<file path="src/rtl/mem_access_stage_pkg.sv">
// Shared definitions for the memory-access stage: opcodes, FSM encoding, width defaults.
package mem_access_stage_pkg;

  localparam int DEF_ADDR_W = 32;
  localparam int DEF_DATA_W = 32;

  localparam logic [5:0] OP_LW = 6'b100011;
  localparam logic [5:0] OP_SW = 6'b101011;

  typedef enum logic [1:0] {
    ST_IDLE   = 2'd0,
    ST_ACCESS = 2'd1,
    ST_RESP   = 2'd2
  } state_t;

  function automatic logic is_mem_op(input logic [5:0] op);
    return (op == OP_LW) || (op == OP_SW);
  endfunction

endpackage

</file>
<file path="src/rtl/mem_access_stage_mem_timeout_counter.sv">
// Counts cycles an access has waited for mem_ack; expired fires on the cycle the wait reaches TIMEOUT_CYCLES.
module mem_timeout_counter #(
  parameter int TIMEOUT_CYCLES = 16
) (
  input  logic clk,
  input  logic rst,
  input  logic clear,
  input  logic en,
  output logic expired
);

  localparam int CNT_W = $clog2(TIMEOUT_CYCLES + 1);

  logic [CNT_W-1:0] count;

  always_ff @(posedge clk) begin
    if (rst || clear) begin
      count <= '0;
    end else if (en && (count != CNT_W'(TIMEOUT_CYCLES))) begin
      count <= count + CNT_W'(1);
    end
  end

  // count holds the number of completed waiting cycles, so this is the last allowed one
  assign expired = en && (count == CNT_W'(TIMEOUT_CYCLES - 1));

endmodule

</file>
<file path="src/rtl/mem_access_stage.sv">
// Memory-access stage: issues LW/SW on a req/ack port, passes other results through, one record in flight.
// Optional MEM_ALIGN_CHECK_EN: misaligned LW/SW are rejected without a memory request and flagged on misalign.
module mem_access_stage
  import mem_access_stage_pkg::*;
#(
  parameter int ADDR_W         = DEF_ADDR_W,
  parameter int DATA_W         = DEF_DATA_W,
  parameter int TIMEOUT_CYCLES = 16
) (
  input  logic              clk,
  input  logic              rst,
  input  logic              in_valid,
  output logic              in_ready,
  input  logic [5:0]        opcode,
  input  logic [31:0]       ALU_result,
  input  logic [31:0]       rt_content,
  input  logic [4:0]        wb_reg,
  output logic              mem_req,
  output logic              mem_we,
  output logic [ADDR_W-1:0] mem_addr,
  output logic [DATA_W-1:0] mem_wdata,
  input  logic              mem_ack,
  input  logic [DATA_W-1:0] mem_rdata,
  output logic              out_valid,
  input  logic              out_ready,
  output logic [DATA_W-1:0] out_data,
  output logic [4:0]        out_wb_reg,
  output logic              out_wb_en,
  output logic              mem_timeout
`ifdef MEM_ALIGN_CHECK_EN
  ,
  output logic              misalign
`endif
);

  state_t state;
  logic   is_lw;
  logic   addr_misaligned;
  logic   cnt_clear;
  logic   cnt_en;
  logic   cnt_expired;

`ifdef MEM_ALIGN_CHECK_EN
  assign addr_misaligned = |ALU_result[1:0];
`else
  assign addr_misaligned = 1'b0;
`endif

  assign cnt_clear = (state != ST_ACCESS);
  assign cnt_en    = (state == ST_ACCESS) && !mem_ack;

  mem_timeout_counter #(
    .TIMEOUT_CYCLES(TIMEOUT_CYCLES)
  ) u_timeout (
    .clk    (clk),
    .rst    (rst),
    .clear  (cnt_clear),
    .en     (cnt_en),
    .expired(cnt_expired)
  );

  always_ff @(posedge clk) begin
    if (rst) begin
      state       <= ST_IDLE;
      is_lw       <= 1'b0;
      in_ready    <= 1'b1;
      mem_req     <= 1'b0;
      mem_we      <= 1'b0;
      mem_addr    <= '0;
      mem_wdata   <= '0;
      out_valid   <= 1'b0;
      out_data    <= '0;
      out_wb_reg  <= '0;
      out_wb_en   <= 1'b0;
      mem_timeout <= 1'b0;
`ifdef MEM_ALIGN_CHECK_EN
      misalign    <= 1'b0;
`endif
    end else begin
      mem_timeout <= 1'b0;
`ifdef MEM_ALIGN_CHECK_EN
      misalign    <= 1'b0;
`endif
      case (state)
        // Accept boundary: latch the record and decide memory vs. pass-through
        ST_IDLE: begin
          if (in_valid) begin
            in_ready   <= 1'b0;
            out_wb_reg <= wb_reg;
            is_lw      <= (opcode == OP_LW);
            if (is_mem_op(opcode) && !addr_misaligned) begin
              state     <= ST_ACCESS;
              mem_req   <= 1'b1;
              mem_we    <= (opcode == OP_SW);
              mem_addr  <= ALU_result[ADDR_W-1:0];
              mem_wdata <= DATA_W'(rt_content);
            end else if (is_mem_op(opcode)) begin
              state     <= ST_RESP;
              out_valid <= 1'b1;
              out_data  <= '0;
              out_wb_en <= 1'b0;
`ifdef MEM_ALIGN_CHECK_EN
              misalign  <= 1'b1;
`endif
            end else begin
              state     <= ST_RESP;
              out_valid <= 1'b1;
              out_data  <= DATA_W'(ALU_result);
              out_wb_en <= 1'b1;
            end
          end
        end
        // Memory boundary: request held stable until ack or timeout
        ST_ACCESS: begin
          if (mem_ack) begin
            state     <= ST_RESP;
            mem_req   <= 1'b0;
            out_valid <= 1'b1;
            out_data  <= is_lw ? mem_rdata : '0;
            out_wb_en <= is_lw;
          end else if (cnt_expired) begin
            state       <= ST_RESP;
            mem_req     <= 1'b0;
            mem_timeout <= 1'b1;
            out_valid   <= 1'b1;
            out_data    <= '0;
            out_wb_en   <= 1'b0;
          end
        end
        // Write-back boundary: record held until downstream takes it
        ST_RESP: begin
          if (out_ready) begin
            state     <= ST_IDLE;
            out_valid <= 1'b0;
            in_ready  <= 1'b1;
          end
        end
        default: begin
          state     <= ST_IDLE;
          in_ready  <= 1'b1;
          mem_req   <= 1'b0;
          out_valid <= 1'b0;
        end
      endcase
    end
  end

endmodule

</file>
<file path="config.mk">
export PLATFORM = sky130hd
export DESIGN_NAME = mem_access_stage
export DESIGN_NICKNAME = d
export VERILOG_FILES = /design/src/rtl/mem_access_stage_pkg.sv /design/src/rtl/mem_access_stage_mem_timeout_counter.sv /design/src/rtl/mem_access_stage.sv
export SDC_FILE = /design/constraint.sdc
export NUM_CORES = 1
export LEC_CHECK = 0
export BUFFER_PORTS_ARGS = -buffer_cell sky130_fd_sc_hd__buf_2
export CAP_MARGIN = 20
export CORE_MARGIN = 2
export CORE_UTILIZATION = 48
export DETAILED_ROUTE_END_ITERATION = 10
export PLACE_DENSITY = 0.9
export SLEW_MARGIN = 15
export SYNTH_ARGS = -nofsm -noshare
export SYNTH_HDL_FRONTEND = slang
export SYNTH_SLANG_ARGS = --single-unit
export TNS_END_PERCENT = 20
</file>
<file path="constraint.sdc">
create_clock -name clk -period 2.3 [get_ports clk]
set_input_delay 0.115 -clock clk [delete_from_list [all_inputs] [get_ports clk]]
set_output_delay 0.115 -clock clk [all_outputs]
set_load 0.01 [all_outputs]
</file>
=== Word level (Yosys, flattened, before mapping) ===
Index checks and enable logic that the tools add are counted.

* Register bits after elaboration: 115
* Bits of input ports: 112
* Output and inout bits: 107
* Word-level logic and storage cells: 73

* Add/subtract/negate cells: 1
* Eq/ne operators: 12
* Muxes and demuxes: 29
* Bitwise operators: 2
* Reductions and logical operators: 16

{| class="wikitable"
|+ Operators by type and width
! cell !! count
|-
| 32-bit two-way mux || 5
|-
| 32-bit case mux with 2 select lines || 1
|-
| 1-bit two-way mux || 13
|-
| 6-bit == test, second input constant || 2
|-
| 4-bit AND reduction || 3
|-
| 2-bit two-way mux || 5
|-
| 1-bit case mux with 3 select lines || 3
|-
| 3-bit AND reduction || 3
|-
| 2-bit inequality test, second input constant || 4
|-
| 2-bit case mux with 3 select lines || 1
|-
| 5-bit by 1-bit adder with 5-bit output, second input constant || 1
|-
| 5-bit by 4-bit == test with 1-bit output, second input constant || 1
|-
| 5-bit inequality test, second input constant || 1
|-
| 1-bit logical AND || 3
|-
| 3-bit inequality test, second input constant || 1
|-
| 3-bit OR reduction || 1
|-
| 2-bit by 1-bit == test with 1-bit output, second input constant || 1
|-
| 2-bit == test, second input constant || 1
|-
| 2-bit zero test || 1
|-
| 1-bit logical OR || 2
|-
| 2-bit by 1-bit inequality test with 1-bit output, second input constant || 1
|-
| 1-bit inverter || 2
|-
| 1-bit case mux with 2 select lines || 1
|-
| 2-bit AND reduction || 1
|-
| other kinds (2) || 2
|}

=== Logic depth before layout (Yosys ltp) ===
Gate-level depths: netlist of the first run.

* Word-level depth: 6
* Mapped depth: 7

=== Hierarchy ===
Synthesis of the first run repeated with hierarchy kept, for this count alone.

* Cells, all modules: 522
* Area, all modules: 4,580.6 um2

{| class="wikitable"
|+ Modules (own cells, without submodules)
! module !! times used !! cells an instance !! area an instance (um2) !! seq. area each (um2)
|-
| mem_access_stage || 1 || 491 || 4,294.1 || 2,202.1
|-
| mem_timeout_counter || 1 || 31 || 286.5 || 100.1
|}

=== Worst setup path after synthesis of the first run ===
No wires, ideal clock.

* Path type: register to register
* From: register u_timeout.count[0]
* To: register out_data[22]
* Setup time: 139 ps
* Arrival: 1,897 ps
* Path slack: 264 ps
* Stages on the path, launching flop included: 8
* Buffers on the path: 1
* Path through: dfxtp_1 > ha_1 > and3_1 > ha_1 > or2_2 > a221oi_2 > buf_2 > a221oi_1

* Cells in the longest elaborated chain, start to end: 4

{| class="wikitable"
|+ Ends and longest elaborated chain
! what !! line !! RTL
|-
| start: declaration || mem_access_stage_mem_timeout_counter.sv:14 || <nowiki>logic [CNT_W-1:0] count;</nowiki>
|-
| start signal: assignment || mem_access_stage_mem_timeout_counter.sv:20 || <nowiki>count <= count + CNT_W'(1);</nowiki>
|-
| 5-bit by 4-bit == test with 1-bit output || mem_access_stage_mem_timeout_counter.sv:25 || <nowiki>assign expired = en && (count == CNT_W'(TIMEOUT_CYCLES - 1));</nowiki>
|-
| 1-bit logical AND || mem_access_stage_mem_timeout_counter.sv:25 ||
|-
| 3-bit inequality test (no source line) || -- ||
|-
| 4-bit AND reduction (no source line) || -- ||
|-
| end signal: assignment || mem_access_stage.sv:108 || <nowiki>out_data <= DATA_W'(ALU_result);</nowiki>
|-
| end signal: assignment || mem_access_stage.sv:119 || <nowiki>out_data <= is_lw ? mem_rdata : '0;</nowiki>
|-
| end: declaration || mem_access_stage.sv:26 || <nowiki>output logic [DATA_W-1:0] out_data,</nowiki>
|}

Every way passes these cells.
A chain may end at the register's enable or synchronous reset.

=== Final worst setup path of the first run ===
* From: register u_timeout.count[0]
* To: register out_data[15]

The elaborated chain is that of the path after synthesis.

==> results of run 1 <==
[logic make-up (layout without fill, tap and decap cells)]
kind of cell,after synthesis,count (layout),synth area share (%)
AO/OA/AOI/OAI,222,222,30.95
XOR/XNOR,1,1,0.1750
adder cells (fa/ha/maj),3,3,0.7501
buffers and inverters,117,381,8.975
flip-flops,115,115,46.00
AND/OR/NAND/NOR,107,107,13.15
[critical path, delay by kind of cell (launching register included)]
family / cells / cell delay (ns)
adders and majority gates: 2 / 0.46
and+or+nand+nor: 2 / 0.52
AOI/OAI and AO/OA: 2 / 0.40
buffers and inverters: 1 / 0.23
DFF: 1 / 0.35
[placed cells by master (no fill, tap or decap), drive strengths merged, types with 5 or more instances in the layout]
cell type / count
buf: 239
dfxtp: 115
a21oi: 78
dlygate4sd3: 71
a221oi: 67
o31ai: 66
nand4: 65
inv: 40
clkbuf: 21
nand2: 13
o21ai: 6
clkinv: 5
[layout make-up]
cell class	instances	area, um^2	area share (%)
clock buffer	21	459.2	6.164
clock inverter	10	107.6	1.444
inverter	40	150.1	2.015
multi-input combinational	333	2273	30.52
sequential	115	2302	30.90
tap	136	170.2	2.284
timing repair buffer	310	1987	26.67
[power groups by stage]
stage / sequential [uW] / clock (uW) / combinational [uW]
after global placement: 2160 / 0 / 627
after detailed placement: 2160 / 0 / 652
after floorplan: 2200 / 0 / 315
after global routing: 2130 / 2630 / 818
after CTS: 2120 / 2530 / 747
final: 2120 / 2500 / 768
[worst min path at each step]
stage          depth (start not counted)                              end          start
4_1_cts                                3  u_timeout.count[4]$_SDFFE_PP0P_        mem_ack
3_3_place_gp                           3       out_wb_reg[3]$_SDFFE_PP0P_      wb_reg[3]
5_1_grt                                3        out_data[14]$_SDFFE_PP0P_  mem_rdata[14]
2_1_floorplan                          2       out_wb_reg[0]$_SDFFE_PP0P_      wb_reg[0]
3_5_place_dp                           3       out_wb_reg[3]$_SDFFE_PP0P_      wb_reg[3]
6_report                               3        out_data[13]$_SDFFE_PP0P_  mem_rdata[13]
[metrics by stage]
stage               total power, uW  instances
finish                         5388        965
global route                   5579        965
CTS                            5399        965
detailed placement             2814        863
global placement               2783        863
floorplan                      2513        565
[routing by layer]
metal	track usage, %	up-vias	part of all wire, %
met1	37.05	2819	38
li1	-	2707	-
met5	0	-	0
met4	15.88	0	4.0
met2	56.23	396	51
met3	7.296	81	7.6
==> flow_metrics.tcl, run 1 <==
set metrics [dict create \
    r2r_slack_ns 0.17 \
    hold_path.class "input port to flop" \
    crit_end "out_data[15]$_SDFFE_PP0P_" \
    dp_hpwl_mm 11.06 \
    ys_types 34 \
    grt.total_usage_pct 32.24 \
    max_slew_margin_pct 55.20 \
    ys_seq_area_share_pct 46.00 \
    clock.fmax_mhz 470.4 \
    worst_skew_pair.late_latency_ns 0.51 \
    synth-seq-cells 115 \
    avgSynthCellArea_um2 8.858 \
    initial_core_util_pct 48.92 \
    n_antenna_cell 0 \
    stdcell_area_um2 7450 \
    place_area_um2 6172 \
    async_reset_ff_share_pct 0 \
    cpMostUsedCell "ha_1" \
    syn_area_um2 5005 \
    cap_violations 0 \
    grt_pass1_wl_mm 28.99 \
    synth.yosys.warnings 0 \
    synth.most_common_cell "dfxtp_1" \
    worstPathMaxFanout 34 \
    layout-drive-gt1-share_pct 33.29 \
    period_share_pct 92.42 \
    antenna_found_initial 0 \
    cts_buffer_depth 2 \
    first_pass_iters 7 \
    reg_top3 "mem_addr: 32 flops, mem_wdata: 32 flops, out_data: 32 flops" \
    synth_top_area_share_pct 46.00 \
    crit_path_max_incr_delay_ns 0.35 \
    grt_pass1_vias 5904 \
    setup_tns_ns 0 \
    cts_resized 0 \
    vias 6003 \
    cts_tree "done" \
    intPower_uw 4014 \
    place_congestion 0.8794 \
    p_clk_share_pct 46.4 \
    viasPerCell 6.221 \
    grt_max_degree 54 \
    syn-instance-count 565 \
    wire_per_inst_um 19.25 \
    overflow 0 \
    critPathSlowestCell "dfxtp_1" \
    synth_area_leaders "dfxtp_1, a221oi_1, o31ai_1" \
    numCtsBuffers 17 \
    fillCellCount 733 \
    reg2reg_to "out_data[15]$_SDFFE_PP0P_" \
    die_x_um 106.1 \
    drtIter0Drc 596 \
    io_buffers 218 \
    ys_top_cells_by_count "dfxtp_1, a21oi_1, a221oi_1, o31ai_1, nand4_1" \
    post_cts_buffers 0 \
    ios 219 \
    antenna_left 0 \
    critical_path_required_ns 2.65 \
    p_per_area_nw_per_um2 723.2 \
    rows 37 \
    seqPwrFrac_pct 39.4 \
    finalMaxSlewViolations 0 \
    worstMarginPinSlew_ns 0.6710 \
    utilization_pct 72.81 \
    post-place-ws_ns 0.2356 \
    status "complete, no violations" \
    synth_ff_type "dfxtp_1" \
    end_kind "flop" \
    critPathLaunchType "flop" \
    finalHoldViolCount 0 \
    fin_crit_ns 2.126 \
    cts.reportedPaths.clkPinSlew_ns 0.05 \
    root_buffer "clkbuf_8" \
    routed_wl_mm 18.57 \
    final-setup-viol-count 0 \
    synth_area_leader_cell "dfxtp_1" \
    num-nets-final 932 \
    postCtsHoldBufs 71 \
    whs_ns 0.03453 \
    r2r_cells 7 \
    die_area_um2 11260 \
    cp.arrival_ns 2.48 \
    area_growth_pct 48.85 \
    syn-num-nets 680 \
    startpoint "u_timeout.count[0]$_SDFFE_PP0P_" \
    timing.rr.start "u_timeout.count[0]$_SDFFE_PP0P_" \
    net-switching-power_uw 1373 \
    power_frac_comb_pct 14.3 \
    irDropWorstVdd_v 0.0005101 \
    fin_worst_skew_ns 0.006078 \
    path_cells "ha_1 > and3_1 > ha_1 > or2_2 > a221oi_4 > buf_12 > a221oi_1" \
    cts.sinks 115 \
    drc_errors 0 \
    synth-edff-count 0 \
    die-height_um 106.1 \
    switching_share_pct 25.49 \
    setup_slack_ns 0.1744 \
    coreArea_um2 10230 \
    rsz0062_at_grt "false" \
    power_leakage_uw 0.003138 \
    worstSetupPathType "flop to flop" \
    htreeDepth 4 \
]
Power figures use the tool's default switching activity.
==> run 2, diff against run 1 <==
- CORE_UTILIZATION: 48 -> 51
- PLACE_DENSITY: 0.9 -> 0.94
- clock period: 2.3 -> 2.7 ns (I/O delays scaled with it)
==> run 2 against run 1 <==
  * Cell area barely moved
  * Non-clock buffer count shrank 5
  * Register-to-register slack better by 0.15 ns
  * Die area decreased by 5.7%
  * Combinational power decreased by 16%
  * Clock power fell by 4%
  * Worst setup slack better by 0.15 ns
  * Largest cell class unchanged
==> flow_metrics.tcl, run 2 (synthesis gave the netlist of run 1 again) <==
set metrics [dict create \
    status "complete, no violations" \
    cts_resized 0 \
    rows 36 \
    drc_errors 0 \
    rsz0062_at_grt "false" \
    place_congestion 0.9100 \
    grt_pass1_vias 6000 \
    root_buffer "clkbuf_8" \
    use_met1_pct 39.68 \
    crit_path_max_incr_delay_ns 0.38 \
    final_cell_mix "buf_2, dfxtp_1, a21oi_1, dlygate4sd3_1" \
    cts.sinks 115 \
    numCtsBuffers 17 \
    grt_max_degree 72 \
    final-setup-viol-count 0 \
    antenna_left 0 \
    fillCellCount 645 \
    end_kind "flop" \
    finalPower_uw 4852 \
    wire_per_inst_um 19.68 \
    antenna_found_initial 0 \
    cp.arrival_ns 2.77 \
    worstSetupPathType "flop to flop" \
    grt_util_met3_pct 9.966 \
    clock.fmax_mhz 421.8 \
    worstMarginPinSlew_ns 1.114 \
    utilization_pct 77.22 \
    cts.reportedPaths.clkPinSlew_ns 0.06 \
    finalMaxSlewViolations 0 \
    ios 219 \
    initial_core_util_pct 51.92 \
    fin_crit_ns 2.371 \
    die_x_um 103.1 \
    cts_buffer_depth 2 \
    grt.total_usage_pct 35.10 \
    num-nets-final 927 \
    cpMostUsedCell "ha_1" \
    io_buffers 218 \
    die_area_um2 10620 \
    fin_worst_skew_ns 0.009822 \
    cpLargestDelayFamily "compound AO/OA/AOI/OAI gates" \
    critical_path_required_ns 3.10 \
    crit_buf_inv 1 \
    htreeDepth 4 \
    worstPathMaxFanout 23 \
    critPathLaunchType "flop" \
    irDropWorstVdd_v 0.0004025 \
    p_per_area_nw_per_um2 651.9 \
    viasPerCell 6.408 \
    grt_pass1_wl_mm 29.01 \
    power_leakage_uw 0.003135 \
    final_cells 957 \
    vias 6132 \
    hold_path.class "input port to flop" \
    die-height_um 103.1 \
    dp.cells 855 \
    finalHoldViolCount 0 \
    path_cells "ha_1 > and3_1 > ha_1 > o21ai_0 > o211ai_1 > buf_4 > a221oi_1" \
    dp_hpwl_mm 10.85 \
    setup_tns_ns 0 \
    n_antenna_cell 0 \
    period_share_pct 87.81 \
    reg_top3 "mem_addr: 32 flops, mem_wdata: 32 flops, out_data: 32 flops" \
    busiest_layer "met2" \
    overflow 0 \
    routed_wl_mm 18.83 \
    max_slew_margin_pct 25.68 \
    first_pass_iters 6 \
    drtIter0Drc 538 \
    post_cts_buffers 0 \
    area_growth_pct 48.73 \
    critPathSlowestCell "o211ai_1" \
    final_common_cell "buf_2" \
    grt_util_met2_pct 59.09 \
    r2r_slack_ns 0.33 \
    worst_skew_pair.late_latency_ns 0.51 \
    cap_violations 0 \
    layout-drive-gt1-share_pct 33.01 \
    cts_tree "done" \
    coreArea_um2 9639 \
]
run 2: metrics by stage:
stage	hold WS (ns)	setup slack (ns)	cell area, um^2
floorplan	0.2710	0.6639	5005
global placement	0.3751	0.5805	6103
detailed placement	0.3874	0.4184	6103
CTS	0.03308	0.3896	7442
global route	0.04535	0.1697	7443
finish	0.04286	0.3291	7443
run 2: per-layer routing:
layer  wire (um)  part of all wire [%]  vias to the layer above
met5           0                     0                        -
met2        9349                    50                      455
met4         753                   4.0                        0
met3        1726                   9.2                       71
li1            -                     -                     2695
met1        7002                    37                     2911
run 2: final cells by class:
| type | instances | area [um^2] | share of cell area (%) |
|---|---|---|---|
| repair buffers | 305 | 1924 | 25.85 |
| inverters | 40 | 150.1 | 2.017 |
| flip-flops and latches | 115 | 2302 | 30.93 |
| well taps | 133 | 166.4 | 2.236 |
| multi-input cells | 333 | 2272 | 30.53 |
| clock inverters | 11 | 182.7 | 2.454 |
| clock buffers | 20 | 445.4 | 5.984 |
run 2: worst min-delay path: stages:
cell	delay [ns]
buf_2	0.08
a221oi_1	0.06
a221oi_1	0.22
run 2: worst paths after layout:
check | startpoint | end | cells after the start
max | u_timeout.count[0]$_SDFFE_PP0P_ | out_data[18]$_SDFFE_PP0P_ | 7
min | mem_rdata[4] | out_data[4]$_SDFFE_PP0P_ | 3
max reg2reg | u_timeout.count[0]$_SDFFE_PP0P_ | out_data[18]$_SDFFE_PP0P_ | 7
min reg2reg | out_wb_reg[2]$_SDFFE_PP0P_ | out_wb_reg[2]$_SDFFE_PP0P_ | 2
run 2: repair_timing:
action                                  4_1_cts  5_1_grt
hold buffers                                 71        0
endpoints found under the setup margin        0        0
endpoints found under the hold margin        74        0
run 2: power breakdown:
part | switching, uW | total [uW] | internal, uW
Sequential | 37.9 | 1810 | 1770
Combinational | 375 | 647 | 272
Clock | 771 | 2400 | 1630
